$ cat config.mk
export PLATFORM = sky130hd
export DESIGN_NAME = frame_sync_packer
export DESIGN_NICKNAME = d
export VERILOG_FILES = /design/src/rtl/frame_sync_packer.sv
export SDC_FILE = /design/constraint.sdc
export NUM_CORES = 1
export LEC_CHECK = 0
export ABC_AREA = 1
export BUFFER_PORTS_ARGS = -buffer_cell sky130_fd_sc_hd__buf_2
export CAP_MARGIN = 20
export CORE_MARGIN = 2
export CORE_UTILIZATION = 45
export CTS_CLUSTER_SIZE = 14
export DETAILED_ROUTE_END_ITERATION = 10
export PLACE_DENSITY = 0.71
export REMOVE_ABC_BUFFERS = 1
export SYNTH_ARGS = -nofsm -noshare
export SYNTH_HDL_FRONTEND = slang
export SYNTH_SLANG_ARGS = --single-unit
$ cat constraint.sdc
create_clock -name s00_axis_aclk -period 3.79 [get_ports s00_axis_aclk]
set_input_delay 0.1895 -clock s00_axis_aclk [delete_from_list [all_inputs] [get_ports s00_axis_aclk]]
set_output_delay 0.1895 -clock s00_axis_aclk [all_outputs]
set_load 0.01 [all_outputs]
$ cat src/rtl/frame_sync_packer.sv
// frame_sync_packer: hunts a sync word in a 1-bit-per-beat AXI-Stream, then packs
// the following PAYLOAD_BYTES*8 bits MSB-first into bytes emitted as an AXI-Stream frame.
module frame_sync_packer #(
  parameter int unsigned           C_S00_AXIS_TDATA_WIDTH = 32,
  parameter int unsigned           C_M00_AXIS_TDATA_WIDTH = 32,
  parameter int unsigned           SYNC_WIDTH             = 16,
  parameter logic [SYNC_WIDTH-1:0] SYNC_WORD              = 16'h1ACF,
  parameter int unsigned           MAX_ERRS               = 0,
  parameter int unsigned           PAYLOAD_BYTES          = 8
) (
  input  logic                                  s00_axis_aclk,
  input  logic                                  s00_axis_aresetn,
  input  logic                                  s00_axis_tvalid,
  input  logic                                  s00_axis_tlast,
  input  logic [C_S00_AXIS_TDATA_WIDTH-1:0]     s00_axis_tdata,
  input  logic [C_S00_AXIS_TDATA_WIDTH/8-1:0]   s00_axis_tstrb,
  output logic                                  s00_axis_tready,
  input  logic                                  m00_axis_tready,
  output logic                                  m00_axis_tvalid,
  output logic                                  m00_axis_tlast,
  output logic [C_M00_AXIS_TDATA_WIDTH-1:0]     m00_axis_tdata,
  output logic [C_M00_AXIS_TDATA_WIDTH/8-1:0]   m00_axis_tstrb,
  output logic                                  locked,
  output logic                                  frame_abort
);

  localparam int unsigned FILL_W = $clog2(SYNC_WIDTH + 1);
  localparam int unsigned CNT_W  = 8;
  localparam int unsigned STRB_W = C_M00_AXIS_TDATA_WIDTH / 8;

  typedef enum logic {
    ST_SEARCH  = 1'b0,
    ST_PAYLOAD = 1'b1
  } state_t;

  state_t                  state;
  logic [SYNC_WIDTH-1:0]   shreg;
  logic [FILL_W-1:0]       fill;
  logic [2:0]              bit_cnt;
  logic [CNT_W-1:0]        byte_cnt;
  logic [7:0]              byte_sr;

  logic                    accept;
  logic                    in_bit;
  logic [SYNC_WIDTH-1:0]   shreg_nxt;
  logic [FILL_W-1:0]       fill_nxt;
  logic                    sync_hit;
  logic [7:0]              byte_nxt;
  logic                    byte_done;
  logic                    last_byte;
  logic                    frame_end;
  logic                    unused_inputs;

  // Number of set bits in a sync-width vector (Hamming weight).
  function automatic int unsigned popcount(input logic [SYNC_WIDTH-1:0] v);
    int unsigned n;
    n = 0;
    for (int unsigned i = 0; i < SYNC_WIDTH; i++) begin
      n = n + 32'(v[i]);
    end
    return n;
  endfunction

  // Only tdata[0] carries information; the remaining input lanes are don't-care.
  assign unused_inputs = ^{s00_axis_tdata[C_S00_AXIS_TDATA_WIDTH-1:1], s00_axis_tstrb};

  // Input may advance whenever the single output slot is empty or draining this cycle.
  assign s00_axis_tready = ~m00_axis_tvalid | m00_axis_tready;
  assign accept          = s00_axis_tvalid & s00_axis_tready;
  assign in_bit          = s00_axis_tdata[0];

  // Sync detection on the shift register including the bit being accepted now.
  assign shreg_nxt = {shreg[SYNC_WIDTH-2:0], in_bit};
  assign fill_nxt  = (fill == FILL_W'(SYNC_WIDTH)) ? fill : fill + FILL_W'(1);
  assign sync_hit  = (fill_nxt == FILL_W'(SYNC_WIDTH)) &&
                     (popcount(shreg_nxt ^ SYNC_WORD) <= MAX_ERRS);

  // Byte assembly: first payload bit of each byte ends up in bit 7.
  assign byte_nxt  = {byte_sr[6:0], in_bit};
  assign byte_done = (bit_cnt == 3'd7);
  assign last_byte = (byte_cnt == CNT_W'(PAYLOAD_BYTES - 1));
  assign frame_end = byte_done & last_byte;

  // Hunt/pack state machine with the registered output slot.
  always_ff @(posedge s00_axis_aclk or negedge s00_axis_aresetn) begin
    if (!s00_axis_aresetn) begin
      state           <= ST_SEARCH;
      shreg           <= '0;
      fill            <= '0;
      bit_cnt         <= '0;
      byte_cnt        <= '0;
      byte_sr         <= '0;
      m00_axis_tvalid <= 1'b0;
      m00_axis_tlast  <= 1'b0;
      m00_axis_tdata  <= '0;
      m00_axis_tstrb  <= '0;
      locked          <= 1'b0;
      frame_abort     <= 1'b0;
    end else begin
      frame_abort <= 1'b0;

      if (m00_axis_tvalid && m00_axis_tready) begin
        m00_axis_tvalid <= 1'b0;
        m00_axis_tlast  <= 1'b0;
        m00_axis_tdata  <= '0;
        m00_axis_tstrb  <= '0;
      end

      if (accept) begin
        if (state == ST_SEARCH) begin
          if (sync_hit) begin
            state    <= ST_PAYLOAD;
            locked   <= 1'b1;
            bit_cnt  <= '0;
            byte_cnt <= '0;
            shreg    <= '0;
            fill     <= '0;
          end else begin
            shreg <= shreg_nxt;
            fill  <= fill_nxt;
          end
        end else begin
          byte_sr <= byte_nxt;
          bit_cnt <= bit_cnt + 3'd1;

          if (byte_done) begin
            m00_axis_tvalid <= 1'b1;
            m00_axis_tdata  <= C_M00_AXIS_TDATA_WIDTH'(byte_nxt);
            m00_axis_tstrb  <= STRB_W'(1);
            m00_axis_tlast  <= last_byte | s00_axis_tlast;
            byte_cnt        <= byte_cnt + CNT_W'(1);
          end

          // Frame ends on its final bit or is cut short by upstream tlast.
          if (frame_end || s00_axis_tlast) begin
            state       <= ST_SEARCH;
            locked      <= 1'b0;
            shreg       <= '0;
            fill        <= '0;
            frame_abort <= s00_axis_tlast & ~frame_end;
          end
        end
      end
    end
  end

endmodule

Word-level counts from Yosys, hierarchy flattened --
Cells that the tools add are included.
Cells by class: multiply operators 0, shift-type cells 0, reduce and logical (&&, ||, !) cells 9, order comparisons 1, bitwise operators 8, equal/unequal tests 6, divide/modulo/power cells 0, add/subtract/negate cells 18, muxes and demuxes 37
Operator list (number):
- 32-bit two-way mux | 4
- 15-bit two-way mux | 3
- 8-bit two-way mux | 3
- 5-bit two-way mux | 4
- 1-bit two-way mux | 17
- 15-bit by 1-bit adder with 16-bit output | 1
- 16-bit by 1-bit <= comparator with 1-bit output (second input constant) | 1
- 4-bit two-way mux | 4
- 14-bit by 1-bit adder with 15-bit output | 1
- 13-bit by 1-bit adder with 14-bit output | 1
- 12-bit by 1-bit adder with 13-bit output | 1
- 11-bit by 1-bit adder with 12-bit output | 1
- 10-bit by 1-bit adder with 11-bit output | 1
- 9-bit by 1-bit adder with 10-bit output | 1
- 5-bit equality test (second input constant) | 2
- 8-bit by 1-bit adder with 9-bit output | 1
- 9-bit inverter | 1
- 7-bit by 1-bit adder with 8-bit output | 1
- 8-bit by 1-bit adder with 8-bit output (second input constant) | 1
- 8-bit by 3-bit equality test with 1-bit output (second input constant) | 1
- 6-bit by 1-bit adder with 7-bit output | 1
- 5-bit by 1-bit adder with 6-bit output | 1
- 3-bit two-way mux | 2
- 2-bit AND reduction | 3
- 15 further kinds | 22
Word-level totals: memories 0, logic and storage cells 91, memory bits (read-only) 0, output and inout port bits 41, RAM bits 0, register bits 79, bits in latches 0, bits of input ports 41

Depth between registers and ports, before layout --
depth after elaboration 20, depth in mapped cells 19, depth with buffers taken out 19

Least setup slack after synthesis --
No wires, ideal clock.
kind reg-to-reg, start register shreg[3], end register bit_cnt[0], data arrival time 3.838 ns, period minus slack after synthesis 3.965 ns, setup slack -0.175 ns, cell stages (with the launch flop) 19, buffers on the path 0, cells stage by stage dfrtp_1 > fa_1 > inv_1 > fa_1 > fa_1 > fa_1 > inv_1 > ha_1 > fa_1 > nor2_1 > nand2_1 > nor2_1 > nand2_1 > nor2_2 > nand3_2 > nand2_4 > nand2_1 > nand2_1 > o21ai_0
On the way: cells in the longest elaborated chain, start to end 16
RTL lines:
- start: declaration | RTL line 37 | logic [SYNC_WIDTH-1:0] shreg;
- start signal: assignment | RTL line 119 | shreg <= shreg_nxt;
- 4-bit by 1-bit adder with 5-bit output | RTL line 59 | n = n + 32'(v[i]);
- 5-bit by 1-bit adder with 6-bit output | RTL line 59
- 6-bit by 1-bit adder with 7-bit output | RTL line 59
- 7-bit by 1-bit adder with 8-bit output | RTL line 59
- 8-bit by 1-bit adder with 9-bit output | RTL line 59
- 9-bit by 1-bit adder with 10-bit output | RTL line 59
- 10-bit by 1-bit adder with 11-bit output | RTL line 59
- 11-bit by 1-bit adder with 12-bit output | RTL line 59
- 12-bit by 1-bit adder with 13-bit output | RTL line 59
- 13-bit by 1-bit adder with 14-bit output | RTL line 59
- 14-bit by 1-bit adder with 15-bit output | RTL line 59
- 15-bit by 1-bit adder with 16-bit output | RTL line 59
- 16-bit by 1-bit <= comparator with 1-bit output | RTL line 76 | (popcount(shreg_nxt ^ SYNC_WORD) <= MAX_ERRS);
- 1-bit logical AND | RTL line 75 | assign sync_hit = (fill_nxt == FILL_W'(SYNC_WIDTH)) &&
- 2-bit nonzero test (no source line)
- 2-bit AND reduction (no source line)
- end signal: assignment | RTL line 124 | bit_cnt <= bit_cnt + 3'd1;
- end: declaration | RTL line 39 | logic [2:0] bit_cnt;
No other way between the ends. A chain may end at the register's enable or synchronous reset.

Worst setup path in the final report --
start register shreg[8], end register byte_cnt[1]
On the way: cells in the longest elaborated chain, start to end 12
RTL lines:
- 9-bit inverter (no source line)
- 9-bit by 1-bit adder with 10-bit output | RTL line 59
- 10-bit by 1-bit adder with 11-bit output | RTL line 59
- 11-bit by 1-bit adder with 12-bit output | RTL line 59
- 12-bit by 1-bit adder with 13-bit output | RTL line 59
- 13-bit by 1-bit adder with 14-bit output | RTL line 59
- 14-bit by 1-bit adder with 15-bit output | RTL line 59
- 15-bit by 1-bit adder with 16-bit output | RTL line 59
- 16-bit by 1-bit <= comparator with 1-bit output | RTL line 76
- 1-bit logical AND | RTL line 75
- 2-bit nonzero test (no source line)
- 3-bit AND reduction (no source line)
- end signal: assignment | RTL line 131 | byte_cnt <= byte_cnt + CNT_W'(1);
- end: declaration | RTL line 40 | logic [CNT_W-1:0] byte_cnt;
No other way between the ends.

==> results.rst <==
.. list-table::
   :header-rows: 1

   * - Metric
     - Value
   * - Final-report max-slew violation count
     - 0
   * - Count of flip-flops with a built-in enable after synthesis
     - 0
   * - Maximum single-stage delay on the critical path
     - around 0.52 ns
   * - GRT Residual Overflow
     - 0
   * - Part of the power in registers
     - a little under a third
   * - Clock tree from TritonCTS
     - built
   * - Routed Wire Length
     - between 7000 and 8000 um
   * - Fin nets
     - about 530
   * - Synth warn
     - 0
   * - Unique masters post-synth
     - 33
   * - Result of the run
     - complete, but fails checks
   * - Clock latency at the later pin of the worst-skew pair
     - approximately 0.35 ns
   * - Area of combinational cells with multiple inputs
     - approximately 1500 um2
   * - Cell with the most instances on the worst path
     - sky130_fd_sc_hd__fa_1
   * - Setup slack at placement
     - -0.350 ns
   * - Post-synth top cells
     - sky130_fd_sc_hd__nand2_1, sky130_fd_sc_hd__dfrtp_1, sky130_fd_sc_hd__inv_1
   * - Count leader, synth
     - sky130_fd_sc_hd__nand2_1
   * - H-tree lvl count
     - 3
   * - Floorplan die width
     - approximately 96 um
   * - Storage cell area
     - slightly below 2000 um2
   * - Cts-stage hold buffer count
     - 0
   * - Global-route wire length before repair
     - around 13000 um
   * - Violations in the final reports
     - negative hold slack, negative setup slack
   * - Post-layout instance area
     - between 4000 and 5000 um2
   * - Ports
     - 82
   * - Internal power
     - about 0.0021 W
   * - Net load switching power
     - 0.00143 W
   * - Setup repair after global routing missed its margin
     - yes
   * - Power after layout
     - approximately 0.0035 W
   * - Largest fanout on the critical path
     - 8
   * - Initial antenna violation count
     - 0
   * - CTS Buf Count
     - 9
   * - Via density per instance
     - roughly 5.0
   * - Clock buffer depth
     - 2
   * - Post-synth top area share
     - between 50% and 60%
   * - Detail Route Antenna Nets
     - 0
   * - Wire per inst
     - around 13 um
   * - Sinks on Clock Net
     - 79
   * - Worst-Margin Slew
     - between 0.9 and 1 ns
   * - Core Area
     - 8220 um2
   * - Worst setup slack after layout
     - -0.299 ns
   * - Post-Synthesis Cell Area
     - 3800 um2
   * - Die ar.
     - between 9000 and 10000 um2
   * - Cell chosen for the clock root
     - sky130_fd_sc_hd__clkbuf_8
   * - Count of maximum capacitance violations
     - 0
   * - Post-Place Cell Area
     - 4210 um2
   * - Worst setup slack for register-to-register paths
     - -0.30 ns
   * - Number of diodes
     - 0
   * - Cell with the biggest individual delay on the critical path
     - sky130_fd_sc_hd__fa_1
   * - Number of global-route vias before repair
     - 2709
   * - Row Count
     - 33
   * - Ratio of final minimum period to clock period
     - 108%
   * - Standby leakage power
     - approximately 2.5 nW
   * - Setup Crit Path Kind
     - flop to flop
   * - Final setup violating endpoints
     - 29
   * - Required arrival time at the worst endpoint
     - around 4.0 ns
   * - CTS clock-pin slew for the worst setup and hold paths
     - 0.08 ns
   * - Number of iterations in the first detailed-routing pass
     - 5
   * - Area added between synthesis and finish
     - 17.2%
   * - Min cycle time layout
     - roughly 4.1 ns
   * - Sequential element share of the synthesized area
     - approximately 52%
   * - Startpoint type of the worst setup path
     - flop
   * - Critical Path End Type
     - flop
   * - Gate count of the mapped netlist
     - 411
   * - Total of buffers placed on input and output ports
     - 46
   * - Asr flop ratio synth
     - 100%
   * - Die extent in y
     - approximately 96 um
   * - Layout fillers
     - between 700 and 800
   * - Biggest area consumer among synthesized cells
     - sky130_fd_sc_hd__dfrtp_1
   * - Final-report hold violation count
     - 11
   * - DRC errors left
     - 0
   * - Total global-route track usage
     - 18.1%
   * - Routed via count
     - 2881
   * - Power per unit of standard cell area
     - 797 nW/um2
   * - Slew margin rel.
     - 34.9%
   * - Flip-flop cell with the highest count after synthesis
     - sky130_fd_sc_hd__dfrtp_1
   * - Class of the worst hold path
     - input port to asynchronous set/reset pin
   * - DPL Wire Length
     - 5390 um
   * - Highest attainable clock frequency
     - approximately 240 MHz
   * - Proportion of total power due to net switching
     - a little over 40%
   * - Share of layout cells above drive strength 1
     - about 22%
   * - Post-Syn Area per Cell
     - 9.24 um2
   * - Area contributors post-synth
     - sky130_fd_sc_hd__dfrtp_1, sky130_fd_sc_hd__nand2_1, sky130_fd_sc_hd__inv_1, sky130_fd_sc_hd__nand3_1, sky130_fd_sc_hd__fa_1
   * - Chain of cells forming the critical path
     - inv_2 > fa_1 > fa_1 > inv_2 > fa_1 > fa_1 > inv_2 > ha_4 > fa_1 > nor2_1 > nand2_1 > nor2_1 > nand2_1 > nor2_2 > nand3_2 > nand2_4 > nand3_4 > nand2_1 > nand2_1
   * - Flop and latch count out of synthesis
     - 79
   * - Maximum vdd ir drop
     - roughly 0.4 mV
   * - Gp weighted congestion
     - around 0.84
   * - Worst Hold Slack
     - -0.00876 ns
   * - Initial standard-cell utilization of the core
     - between 40% and 50%
   * - Part of the power in the clock network
     - 17.4%
   * - Part of the power in combinational logic
     - roughly 50%
   * - Maximum number of pins on one net before global-route repair
     - 80
   * - Largest clock skew in the final design
     - 0.00868 ns
   * - Detailed router's first-iteration violation count
     - 126
   * - Worst path arrival time
     - 4.33 ns
[cells in the final DEF (no fill, tap or decap), types with 3 or more instances in the layout]
cell                         synthesis  routed
sky130_fd_sc_hd__nand2_1            98      97
sky130_fd_sc_hd__dfrtp_1            79      79
sky130_fd_sc_hd__inv_1              66      63
sky130_fd_sc_hd__nand3_1            45      45
sky130_fd_sc_hd__buf_2               7      45
sky130_fd_sc_hd__buf_4               0      17
sky130_fd_sc_hd__nor2_1             16      16
sky130_fd_sc_hd__o21ai_0            23      15
sky130_fd_sc_hd__o21ai_1             4      12
sky130_fd_sc_hd__nand4_1            10      10
sky130_fd_sc_hd__fa_1               10      10
sky130_fd_sc_hd__ha_1               10       9
sky130_fd_sc_hd__clkbuf_8            0       9
sky130_fd_sc_hd__inv_2               3       6
sky130_fd_sc_hd__o22ai_2             6       6
sky130_fd_sc_hd__nand2_2             2       3
sky130_fd_sc_hd__a21oi_1             3       3
sky130_fd_sc_hd__clkinvlp_4          0       3
[sequential cells by signal (all words and copies together) (netlist names)]
name / count
shreg: 15
locked: 1
m00_axis_tvalid: 1
m00_axis_tlast: 1
byte_sr: 7
byte_cnt: 8
bit_cnt: 3
frame_abort: 1
state: 1
m00_axis_tdata: 32
fill: 5
m00_axis_tstrb: 4
[power groups by stage]
| stage | sequential, W | combinational, W | clock, W |
|---|---|---|---|
| detailed placement | 0.00114 | 0.00170 | 0 |
| global route | 0.00115 | 0.00212 | 0.000674 |
| global placement | 0.00114 | 0.00162 | 0 |
| CTS | 0.00113 | 0.00174 | 0.000642 |
| finish | 0.00113 | 0.00180 | 0.000618 |
| floorplan | 0.00111 | 0.00117 | 0 |
[per-layer routing]
metal / share of wire, % / GRT usage, % / vias to the layer above
li1: - / - / 1427
met4: 1.7 / 6.43 / 0
met3: 3.6 / 4.31 / 10
met2: 50 / 29.9 / 54
met5: 0 / 0 / -
met1: 45 / 23.4 / 1390
[critical path: cells and delay by family, from the launching register on]
kind                       cells  cell delay [ns]
DFF                            1             0.37
and+or+nand+nor               10             0.91
adders and majority gates      6             2.56
buffers and inverters          3             0.15
[cells by family after synthesis]
logic type	count (synthesis)	share of synthesized area (%)
AOI/OAI and AO/OA	42	7.05
xor gates and xnor gates	1	0.231
adders and majority gates	20	8.56
buffers and inverters	86	9.88
DFF	79	52.0
and+or+nand+nor	183	22.2
[through the flow]
step	hold slack, ns	std cells	util, %	setup TNS (ns)
floorplan	-0.106	396	-	-6.09
global placement	0.401	562	50.9	-8.24
detailed placement	0.412	563	51.3	-9.43
CTS	0.0261	581	54.0	-9.25
global route	0.0734	582	54.2	-14.56
finish	-0.00876	582	54.2	-7.93
[final cells by class]
type	instances	area share, %
tap	105	2.95
sequential	79	44.4
clock buffer	10	2.87
clock inverter	6	1.57
multi-input combinational	246	32.8
inverter	71	6.10
timing repair buffer	65	9.25
[final timing paths]
kind	cells after the start	end	startpoint
max	19	byte_cnt[1]$_DFFE_PN0P_	shreg[8]$_DFFE_PN0P_
min in group s00_axis_aclk	3	frame_abort$_DFF_PN0_	s00_axis_tlast
min	1	m00_axis_tdata[25]$_DFF_PN0_	s00_axis_aresetn
min reg2reg	2	byte_sr[2]$_DFFE_PN0P_	byte_sr[2]$_DFFE_PN0P_
max reg2reg	19	byte_cnt[1]$_DFFE_PN0P_	shreg[8]$_DFFE_PN0P_
max in group asynchronous	1	m00_axis_tstrb[1]$_DFF_PN0_	s00_axis_aresetn
[what timing repair did]
action | 4_1_cts | 5_1_grt
pin swaps | 8 | 2
resized for setup | 13 | 2
setup endpoints to repair | 29 | 29
buffers inserted | 2 | 1
Note: power is estimated with default switching activity, not from simulation.
